[src/rtl/mux_scan_pkg.sv]
// Shared types for the registered N-to-1 channel scanner.
// Optional MUXSCAN_MASK_EN adds the enabled-channel search helper.
package mux_scan_pkg;

  typedef enum logic {
    IDLE = 1'b0,
    SHOW = 1'b1
  } state_e;

  localparam logic MODE_MANUAL = 1'b0;
  localparam logic MODE_SCAN   = 1'b1;

`ifdef MUXSCAN_MASK_EN
  localparam int MAX_CH = 256;

  // Lowest enabled channel strictly above cur, or -1 if none.
  // cur = -1 yields the first enabled channel.
  function automatic int next_en(
    input logic [MAX_CH-1:0] mask,
    input int                cur,
    input int                n_ch
  );
    next_en = -1;
    for (int k = MAX_CH - 1; k >= 0; k--) begin
      if (k > cur && k < n_ch && mask[k]) next_en = k;
    end
  endfunction
`endif

endpackage

[src/rtl/mux_n_to_1.sv]
// Combinational WIDTH-bit N-to-1 selector over a flat channel bus.
// Ports: in_data (N_CH*WIDTH), sel (SEL_W) -> dout (WIDTH); 0 if sel out of range.
module mux_n_to_1 #(
  parameter int N_CH  = 16,
  parameter int WIDTH = 8,
  parameter int SEL_W = $clog2(N_CH)
) (
  input  logic [N_CH*WIDTH-1:0] in_data,
  input  logic [SEL_W-1:0]      sel,
  output logic [WIDTH-1:0]      dout
);

  always_comb begin
    dout = '0;
    for (int k = 0; k < N_CH; k++) begin
      if (sel == SEL_W'(k)) dout = in_data[k*WIDTH +: WIDTH];
    end
  end

endmodule

[src/rtl/mux_scan_n.sv]
// Registered N-to-1 mux with manual and scan modes, valid/ready output stream.
// Ports: clk, rst (async high), in_data, mode, sel_in, start, out_* stream,
// busy, done, err; ch_mask only when MUXSCAN_MASK_EN is defined.
module mux_scan_n
  import mux_scan_pkg::*;
#(
  parameter int N_CH  = 16,
  parameter int WIDTH = 8,
  parameter int SEL_W = $clog2(N_CH)
) (
  input  logic                  clk,
  input  logic                  rst,
  input  logic [N_CH*WIDTH-1:0] in_data,
  input  logic                  mode,
  input  logic [SEL_W-1:0]      sel_in,
  input  logic                  start,
`ifdef MUXSCAN_MASK_EN
  input  logic [N_CH-1:0]       ch_mask,
`endif
  output logic [WIDTH-1:0]      out_data,
  output logic [SEL_W-1:0]      out_ch,
  output logic                  out_valid,
  input  logic                  out_ready,
  output logic                  busy,
  output logic                  done,
  output logic                  err
);

  state_e           state_q, state_d;
  logic [WIDTH-1:0] data_q, data_d;
  logic [SEL_W-1:0] ch_q, ch_d;
  logic             mode_q, mode_d;
  logic             done_q, done_d;
  logic             err_q, err_d;
  logic [SEL_W-1:0] mux_sel;
  logic [WIDTH-1:0] mux_dout;
  logic             sel_ok;
  logic             first_ok;
  logic [SEL_W-1:0] first_ch;
  logic             is_last;
  logic [SEL_W-1:0] next_ch;

  mux_n_to_1 #(
    .N_CH  (N_CH),
    .WIDTH (WIDTH),
    .SEL_W (SEL_W)
  ) u_mux (
    .in_data (in_data),
    .sel     (mux_sel),
    .dout    (mux_dout)
  );

  assign sel_ok = ({1'b0, sel_in} < (SEL_W+1)'(N_CH));

`ifdef MUXSCAN_MASK_EN
  logic [N_CH-1:0] mask_q, mask_d;
  int              first_i;
  int              next_i;

  always_comb begin
    first_i  = next_en(MAX_CH'(ch_mask), -1, N_CH);
    next_i   = next_en(MAX_CH'(mask_q), int'(ch_q), N_CH);
    first_ok = (first_i >= 0);
    first_ch = first_ok ? SEL_W'(first_i) : '0;
    is_last  = (next_i < 0);
    next_ch  = is_last ? ch_q : SEL_W'(next_i);
  end
`else
  assign first_ok = 1'b1;
  assign first_ch = '0;
  assign is_last  = (ch_q == SEL_W'(N_CH - 1));
  assign next_ch  = ch_q + SEL_W'(1);
`endif

  always_comb begin
    state_d = state_q;
    data_d  = data_q;
    ch_d    = ch_q;
    mode_d  = mode_q;
    done_d  = 1'b0;
    err_d   = 1'b0;
    mux_sel = ch_q;
`ifdef MUXSCAN_MASK_EN
    mask_d  = mask_q;
`endif
    unique case (state_q)
      IDLE: begin
        if (start) begin
          if (mode == MODE_MANUAL) begin
            if (sel_ok) begin
              mux_sel = sel_in;
              data_d  = mux_dout;
              ch_d    = sel_in;
              mode_d  = MODE_MANUAL;
              state_d = SHOW;
            end else begin
              err_d = 1'b1;
            end
          end else begin
`ifdef MUXSCAN_MASK_EN
            mask_d = ch_mask;
`endif
            if (first_ok) begin
              mux_sel = first_ch;
              data_d  = mux_dout;
              ch_d    = first_ch;
              mode_d  = MODE_SCAN;
              state_d = SHOW;
            end else begin
              err_d = 1'b1;
            end
          end
        end
      end
      SHOW: begin
        if (out_ready) begin
          if (mode_q == MODE_MANUAL || is_last) begin
            state_d = IDLE;
            done_d  = 1'b1;
          end else begin
            // Next word loads on the handshake edge: no bubble.
            mux_sel = next_ch;
            data_d  = mux_dout;
            ch_d    = next_ch;
          end
        end
      end
      default: state_d = IDLE;
    endcase
  end

  always_ff @(posedge clk or posedge rst) begin
    if (rst) begin
      state_q <= IDLE;
      data_q  <= '0;
      ch_q    <= '0;
      mode_q  <= MODE_MANUAL;
      done_q  <= 1'b0;
      err_q   <= 1'b0;
`ifdef MUXSCAN_MASK_EN
      mask_q  <= '0;
`endif
    end else begin
      state_q <= state_d;
      data_q  <= data_d;
      ch_q    <= ch_d;
      mode_q  <= mode_d;
      done_q  <= done_d;
      err_q   <= err_d;
`ifdef MUXSCAN_MASK_EN
      mask_q  <= mask_d;
`endif
    end
  end

  assign out_data  = data_q;
  assign out_ch    = ch_q;
  assign out_valid = (state_q == SHOW);
  assign busy      = (state_q != IDLE);
  assign done      = done_q;
  assign err       = err_q;

endmodule

[config.mk]
export PLATFORM = sky130hd
export DESIGN_NAME = mux_scan_n
export DESIGN_NICKNAME = d
export VERILOG_FILES = /design/src/rtl/mux_scan_pkg.sv /design/src/rtl/mux_n_to_1.sv /design/src/rtl/mux_scan_n.sv
export SDC_FILE = /design/constraint.sdc
export NUM_CORES = 1
export LEC_CHECK = 0
export ABC_AREA = 1
export BUFFER_PORTS_ARGS = -buffer_cell sky130_fd_sc_hd__buf_2
export CAP_MARGIN = 20
export CORE_ASPECT_RATIO = 2
export CORE_UTILIZATION = 30
export CTS_BUF_LIST = sky130_fd_sc_hd__clkbuf_4 sky130_fd_sc_hd__clkbuf_8
export CTS_CLUSTER_SIZE = 40
export DETAILED_ROUTE_END_ITERATION = 10
export PLACE_DENSITY = 0.66
export SLEW_MARGIN = 30
export SYNTH_ARGS = -nofsm -noshare
export SYNTH_HDL_FRONTEND = slang
export SYNTH_SLANG_ARGS = --single-unit
[constraint.sdc]
create_clock -name clk -period 2.3 [get_ports clk]
set_clock_uncertainty 0.1 [all_clocks]
set_input_delay 0.46 -clock clk [delete_from_list [all_inputs] [get_ports clk]]
set_output_delay 0.46 -clock clk [all_outputs]
set_load 0.01 [all_outputs]
==> impl_metrics.tcl, run 1 <==
set metrics [dict create \
    grt_pass1_vias 2941 \
    max-cap-violations 0 \
    area_growth_pct 71.87 \
    initial_core_util 0.3112 \
    portBuffers 151 \
    ant_nets 0 \
    final_util 0.5348 \
    gr-total-overflow 0 \
    synth_top_cell_area_share 0.2332 \
    grt_max_degree 17 \
    p_total_mw 4.195 \
    cts_tree "built" \
    synth_area_leader_cell "nand2_1" \
    powerDensity_nw_per_um2 1233 \
    cts.clk_slew.worst_paths_ps 60 \
    io_pins 153 \
    clockRootBuffer "clkbuf_8" \
    p_clk_frac 0.053 \
    ys_types 25 \
    holdBufCountCts 0 \
    p_seq_frac 0.119 \
    vias_per_cell 4.700 \
    fin_crit_sh 1.071 \
    failed_checks "negative setup slack" \
    die_w_um 59.44 \
    routed_wl_um 8119 \
    coreArea_um2 6361 \
    antenna_found_initial 0 \
    p_leak_nw 1.900 \
    die_y_um 116.9 \
    ys_seq_area_frac 0.1896 \
    fill_cells 683 \
    cts.sinks 15 \
    drc 0 \
    clk_path_buf_depth 2 \
    vias 3036 \
    yosys_warnings 0 \
    hold_viol_final 0 \
    cp-start-kind "register" \
    synth_top_cells_by_area "nand2_1 23%, dfrtp_1 19%, nor2_1 12%, nand3_1 9.4%, nand4_1 8.5%" \
    dp_hpwl_um 6658 \
    status "finished with violations" \
    ir_drop_mv 0.6556 \
    setup_viol 8 \
    nets 699 \
    crit_fanout 9 \
    r2r_cells 19 \
    drt_pass1_iterations 4 \
    final_max_slew_viol_count 0 \
    placed_cell_area_um2 3112 \
    reg2reg_to "out_data[1]$_DFFE_PP0P_" \
    wl_per_cell_um 12.57 \
    cts_max_level 1 \
    die_area_um2 6946 \
    gp_congestion 0.9853 \
    finalInstanceArea_um2 3402 \
    ys_ff_latch 15 \
    netlist_area_um2 1979 \
    hold_path.class "in2async" \
    rows 41 \
    track_usage 0.2364 \
    relSlewSlack 0.6142 \
    grt_pass1_wl_um 12590 \
    combPwrFrac 0.829 \
    max_freq_ghz 0.4059 \
    dr.first_iter.drc_count 157 \
    syn_inst 364 \
    n_antenna_cell 0 \
    crit_arrival_ps 2550 \
    required_ps 2380 \
    worst_slack_ps -163.4 \
    worstSkewPairLatency_ps 240 \
    p_switching_mw 2.176 \
    numCtsBuffers 3 \
    end_kind "register" \
    worstMarginPinSlew_ps 578.0 \
    critPathKind "reg2reg" \
    synth_fp_nets 502 \
    reg2reg_from "out_ch[0]$_DFF_PP0_" \
    swShare 0.5186 \
    whs_ps 169.5 \
    p_int_mw 2.020 \
    period_needed_ps 2463 \
    drive_gt1_frac 0.4714 \
    avgSynthCellArea_um2 5.438 \
    grt_setup_unrepaired "yes" \
    r2r_slack_ps -160 \
]
-- repair_timing --
item | 4_1_cts | 5_1_grt
buffers inserted | 11 | 1
setup endpoints to repair | 8 | 8
resized for setup | 23 | 14
pin swaps | 24 | 5
gates cloned | 1 | 0
-- cell type report --
class	count	area [um2]	share of cell area
Tap cell	86	107.6	0.03163
Sequential cell	15	379.1	0.1114
Timing Repair Buffer	197	1150	0.3380
Clock buffer	4	48.80	0.01434
Inverter	52	211.5	0.06216
Multi-Input combinational cell	292	1505	0.4424
-- power groups by stage --
stage | clock, mW | sequential (mW) | combinational, mW
2_1_floorplan | 0 | 0.558 | 1.80
3_3_place_gp | 0 | 0.495 | 2.92
3_5_place_dp | 0 | 0.500 | 2.97
4_1_cts | 0.224 | 0.496 | 3.38
5_1_grt | 0.234 | 0.515 | 3.88
6_report | 0.220 | 0.498 | 3.48
-- sequential cells by signal, indices dropped and copies added, names as in the netlist --
name / count
busy: 1
done: 1
out_data: 8
mode_q: 1
out_ch: 4
-- placed cells by master (no fill, tap or decap), types with 11 or more instances in the layout --
| cell | n |
|---|---|
| a21oi_1 | 12 |
| buf_2 | 151 |
| buf_4 | 40 |
| dfrtp_1 | 12 |
| inv_1 | 36 |
| inv_2 | 11 |
| nand2_1 | 117 |
| nand3_1 | 28 |
| nand4_1 | 27 |
| nor2_1 | 57 |
-- cells by family (layout without fill, tap and decap cells) --
| group | after synthesis | in the layout | synth area share |
|---|---|---|---|
| simple gates | 272 | 273 | 0.6365 |
| buf+inv | 58 | 253 | 0.1157 |
| compound gates | 17 | 17 | 0.04994 |
| flops | 15 | 15 | 0.1896 |
| fa+ha+maj | 1 | 1 | 0.006320 |
| other cells | 1 | 1 | 0.001895 |
-- per-stage QoR --
| step | setup WS (ps) | setup TNS, ps | std cells |
|---|---|---|---|
| 6_report | -163.4 | -1082 | 646 |
| 5_1_grt | -381.0 | -2670 | 646 |
| 4_1_cts | -156.2 | -1039 | 645 |
| 3_5_place_dp | -272.4 | -1822 | 629 |
| 3_3_place_gp | -238.6 | -1480 | 629 |
| 2_1_floorplan | 1.913 | 0 | 364 |
-- worst max path at each step --
stage                             start                      end  slack, ps  cells past startpoint
detailed placement            out_ready  out_data[3]$_DFFE_PP0P_       -270                     19
finish              out_ch[0]$_DFF_PP0_  out_data[1]$_DFFE_PP0P_       -160                     19
global placement              out_ready  out_data[3]$_DFFE_PP0P_       -240                     19
CTS                 out_ch[0]$_DFF_PP0_  out_data[5]$_DFFE_PP0P_       -160                     18
global route        out_ch[0]$_DFF_PP0_  out_data[1]$_DFFE_PP0P_       -380                     19
floorplan           out_ch[0]$_DFF_PP0_  out_data[4]$_DFFE_PP0P_          2                     19
-- Yosys cell counts, drive strengths merged --
library cell / number
clkbuf: 1
conb: 1
nand2: 128
clkinv: 1
nand4: 27
a31o: 1
dfrtp: 15
buf: 5
or2: 4
o211ai: 1
nor2: 74
o21ai: 1
nand3: 39
inv: 51
a21oi: 14
ha: 1
-- per-layer routing --
layer / GRT usage / routed length (um)
met1: 0.2380 / 2862
met2: 0.4517 / 4440
met3: 0.02857 / 460
met4: 0.1238 / 356
met5: 0 / 0
-- worst max-delay path, stage by stage, from the launching register on --
cell and delay (ps):
dfrtp_2 420, ha_4 180, nand3_4 90, nand3_2 110, nand2_2 90, nand3_2 90, nand2_4 130, inv_2 60
nor2_4 220, inv_4 80, nor2_4 150, buf_4 160, nand2_1 50, nand4_1 80, nand2_1 60, nand4_1 80
nor2_1 60, nand3_1 90, nand2_1 50, nand2_1 50
(Power assumes the default switching activity.)
==> run 2, diff against run 1 <==
--- a/config.mk
+++ b/config.mk
@@ -14,6 +14,7 @@
 export CTS_CLUSTER_SIZE = 40
 export DETAILED_ROUTE_END_ITERATION = 10
 export PLACE_DENSITY = 0.66
+export RECOVER_POWER = 50
 export SLEW_MARGIN = 30
 export SYNTH_ARGS = -nofsm -noshare
 export SYNTH_HDL_FRONTEND = slang
==> run 2 against run 1 <==
Net effect: largest cell class unchanged; register-to-register slack is essentially flat; sequential share of layout area did not move; the flow still finishes with violations (negative setup slack); worst setup slack stayed put.
==> impl_metrics.tcl, run 2 (synthesis gave the netlist of run 1 again) <==
set metrics [dict create \
    post-place-ws_ps -272.4 \
    dp_hpwl_um 6658 \
    drc 0 \
    portBuffers 151 \
    critPathKind "reg2reg" \
    clockRootBuffer "clkbuf_8" \
    crit_fanout 9 \
    status "finished with violations" \
    p_leak_nw 1.902 \
    worst_slack_ps -163.4 \
    r2r_slack_ps -160 \
    cts_max_level 1 \
    grt_pass1_wl_um 12590 \
    antenna_found_initial 0 \
    period_needed_ps 2463 \
    cts.sinks 15 \
    reg2reg_from "out_ch[0]$_DFF_PP0_" \
    cts.clk_slew.worst_paths_ps 60 \
    routed_wl_um 8119 \
    hold_path.class "in2async" \
    dr.first_iter.drc_count 157 \
    powerDensity_nw_per_um2 1233 \
    rows 41 \
    die_y_um 116.9 \
    r2r_cells 19 \
    grt_setup_unrepaired "yes" \
    final_cell_count_no_fill 646 \
    ir_drop_mv 0.6555 \
    coreArea_um2 6361 \
    crit_arrival_ps 2550 \
    drive_gt1_frac 0.4696 \
    cp-start-kind "register" \
    fill_cells 683 \
    largest_reg_flops 8 \
    hold_viol_final 0 \
    worstMarginPinSlew_ps 578.0 \
    max-cap-violations 0 \
    nets 699 \
    placed_cell_area_um2 3112 \
    final_max_slew_viol_count 0 \
    ant_nets 0 \
    fin_crit_sh 1.071 \
    gr-total-overflow 0 \
    vias_per_cell 4.700 \
    vias 3036 \
    finalInstanceArea_um2 3402 \
    initial_core_util 0.3112 \
    max_freq_ghz 0.4059 \
    end_kind "register" \
    die_w_um 59.44 \
    io_pins 153 \
    n_antenna_cell 0 \
    holdBufCountCts 0 \
    reg2reg_to "out_data[1]$_DFFE_PP0P_" \
    cts_tree "built" \
    drt_pass1_iterations 4 \
    dp_cells 629 \
    track_usage 0.2364 \
    layout_common_cells "151 x buf_2, 117 x nand2_1, 57 x nor2_1, 40 x buf_4, 37 x inv_1" \
    final_util 0.5348 \
    wl_per_cell_um 12.57 \
    final_common_cell "buf_2" \
    gp_congestion 0.9853 \
    worstSkewPairLatency_ps 240 \
    failed_checks "negative setup slack" \
    grt_max_degree 17 \
    grt_pass1_vias 2941 \
    numCtsBuffers 3 \
    clk_path_buf_depth 2 \
    required_ps 2380 \
    whs_ps 169.5 \
    setup_viol 8 \
    die_area_um2 6946 \
    area_growth_pct 71.87 \
    relSlewSlack 0.6143 \
]
-- run 2: how the worst max path moves through the flow --
stage | cells past startpoint | from | end | slack (ps)
finish | 19 | out_ch[0]$_DFF_PP0_ | out_data[1]$_DFFE_PP0P_ | -160
global route | 19 | out_ch[0]$_DFF_PP0_ | out_data[1]$_DFFE_PP0P_ | -380
CTS | 18 | out_ch[0]$_DFF_PP0_ | out_data[5]$_DFFE_PP0P_ | -160
detailed placement | 19 | out_ready | out_data[3]$_DFFE_PP0P_ | -270
global placement | 19 | out_ready | out_data[3]$_DFFE_PP0P_ | -240
floorplan | 19 | out_ch[0]$_DFF_PP0_ | out_data[4]$_DFFE_PP0P_ | 2
-- run 2: per-layer routing --
metal / global-route usage / share of wire
met1: 0.2380 / 0.35
met2: 0.4517 / 0.55
met3: 0.02857 / 0.057
met4: 0.1238 / 0.044
met5: 0 / 0
-- run 2: power breakdown --
group / internal [mW] / switching [mW] / leakage (nW)
combinational: 1.49 / 1.99 / 1.69
sequential: 0.397 / 0.0989 / 0.184
clock: 0.134 / 0.0862 / 0.0262
total: 2.02 / 2.17 / 1.90
-- run 2: final cells by class --
cell class,instances,area (um2),share of cell area
multi-input combinational,292,1505,0.4424
timing repair buffer,197,1150,0.3380
sequential,15,379.1,0.1114
inverter,52,211.5,0.06216
tap,86,107.6,0.03163
clock buffer,4,48.80,0.01434
-- run 2: timing repair --
action	4_1_cts	5_1_grt
gates cloned	1	0
setup buffers	11	1
endpoints found under the setup margin	8	8
pin swaps	24	5
resized for setup	23	14
-- run 2: per-stage QoR --
step,total power [mW],setup TNS (ps)
after global routing,4.629,-2670
after detailed placement,3.467,-1822
after global placement,3.416,-1480
final,4.193,-1082
after CTS,4.099,-1039
after floorplan,2.358,0
-- run 2: critical path, stage by stage, from the launching register on --
cell and delay, ps:
dfrtp_2 420, ha_4 180, nand3_4 90, nand3_2 110
nand2_2 90, nand3_2 90, nand2_4 130, inv_2 60
nor2_4 220, inv_4 80, nor2_4 150, buf_4 160
nand2_1 50, nand4_1 80, nand2_1 60, nand4_1 80
nor2_1 60, nand3_1 90, nand2_1 50, nand2_1 50
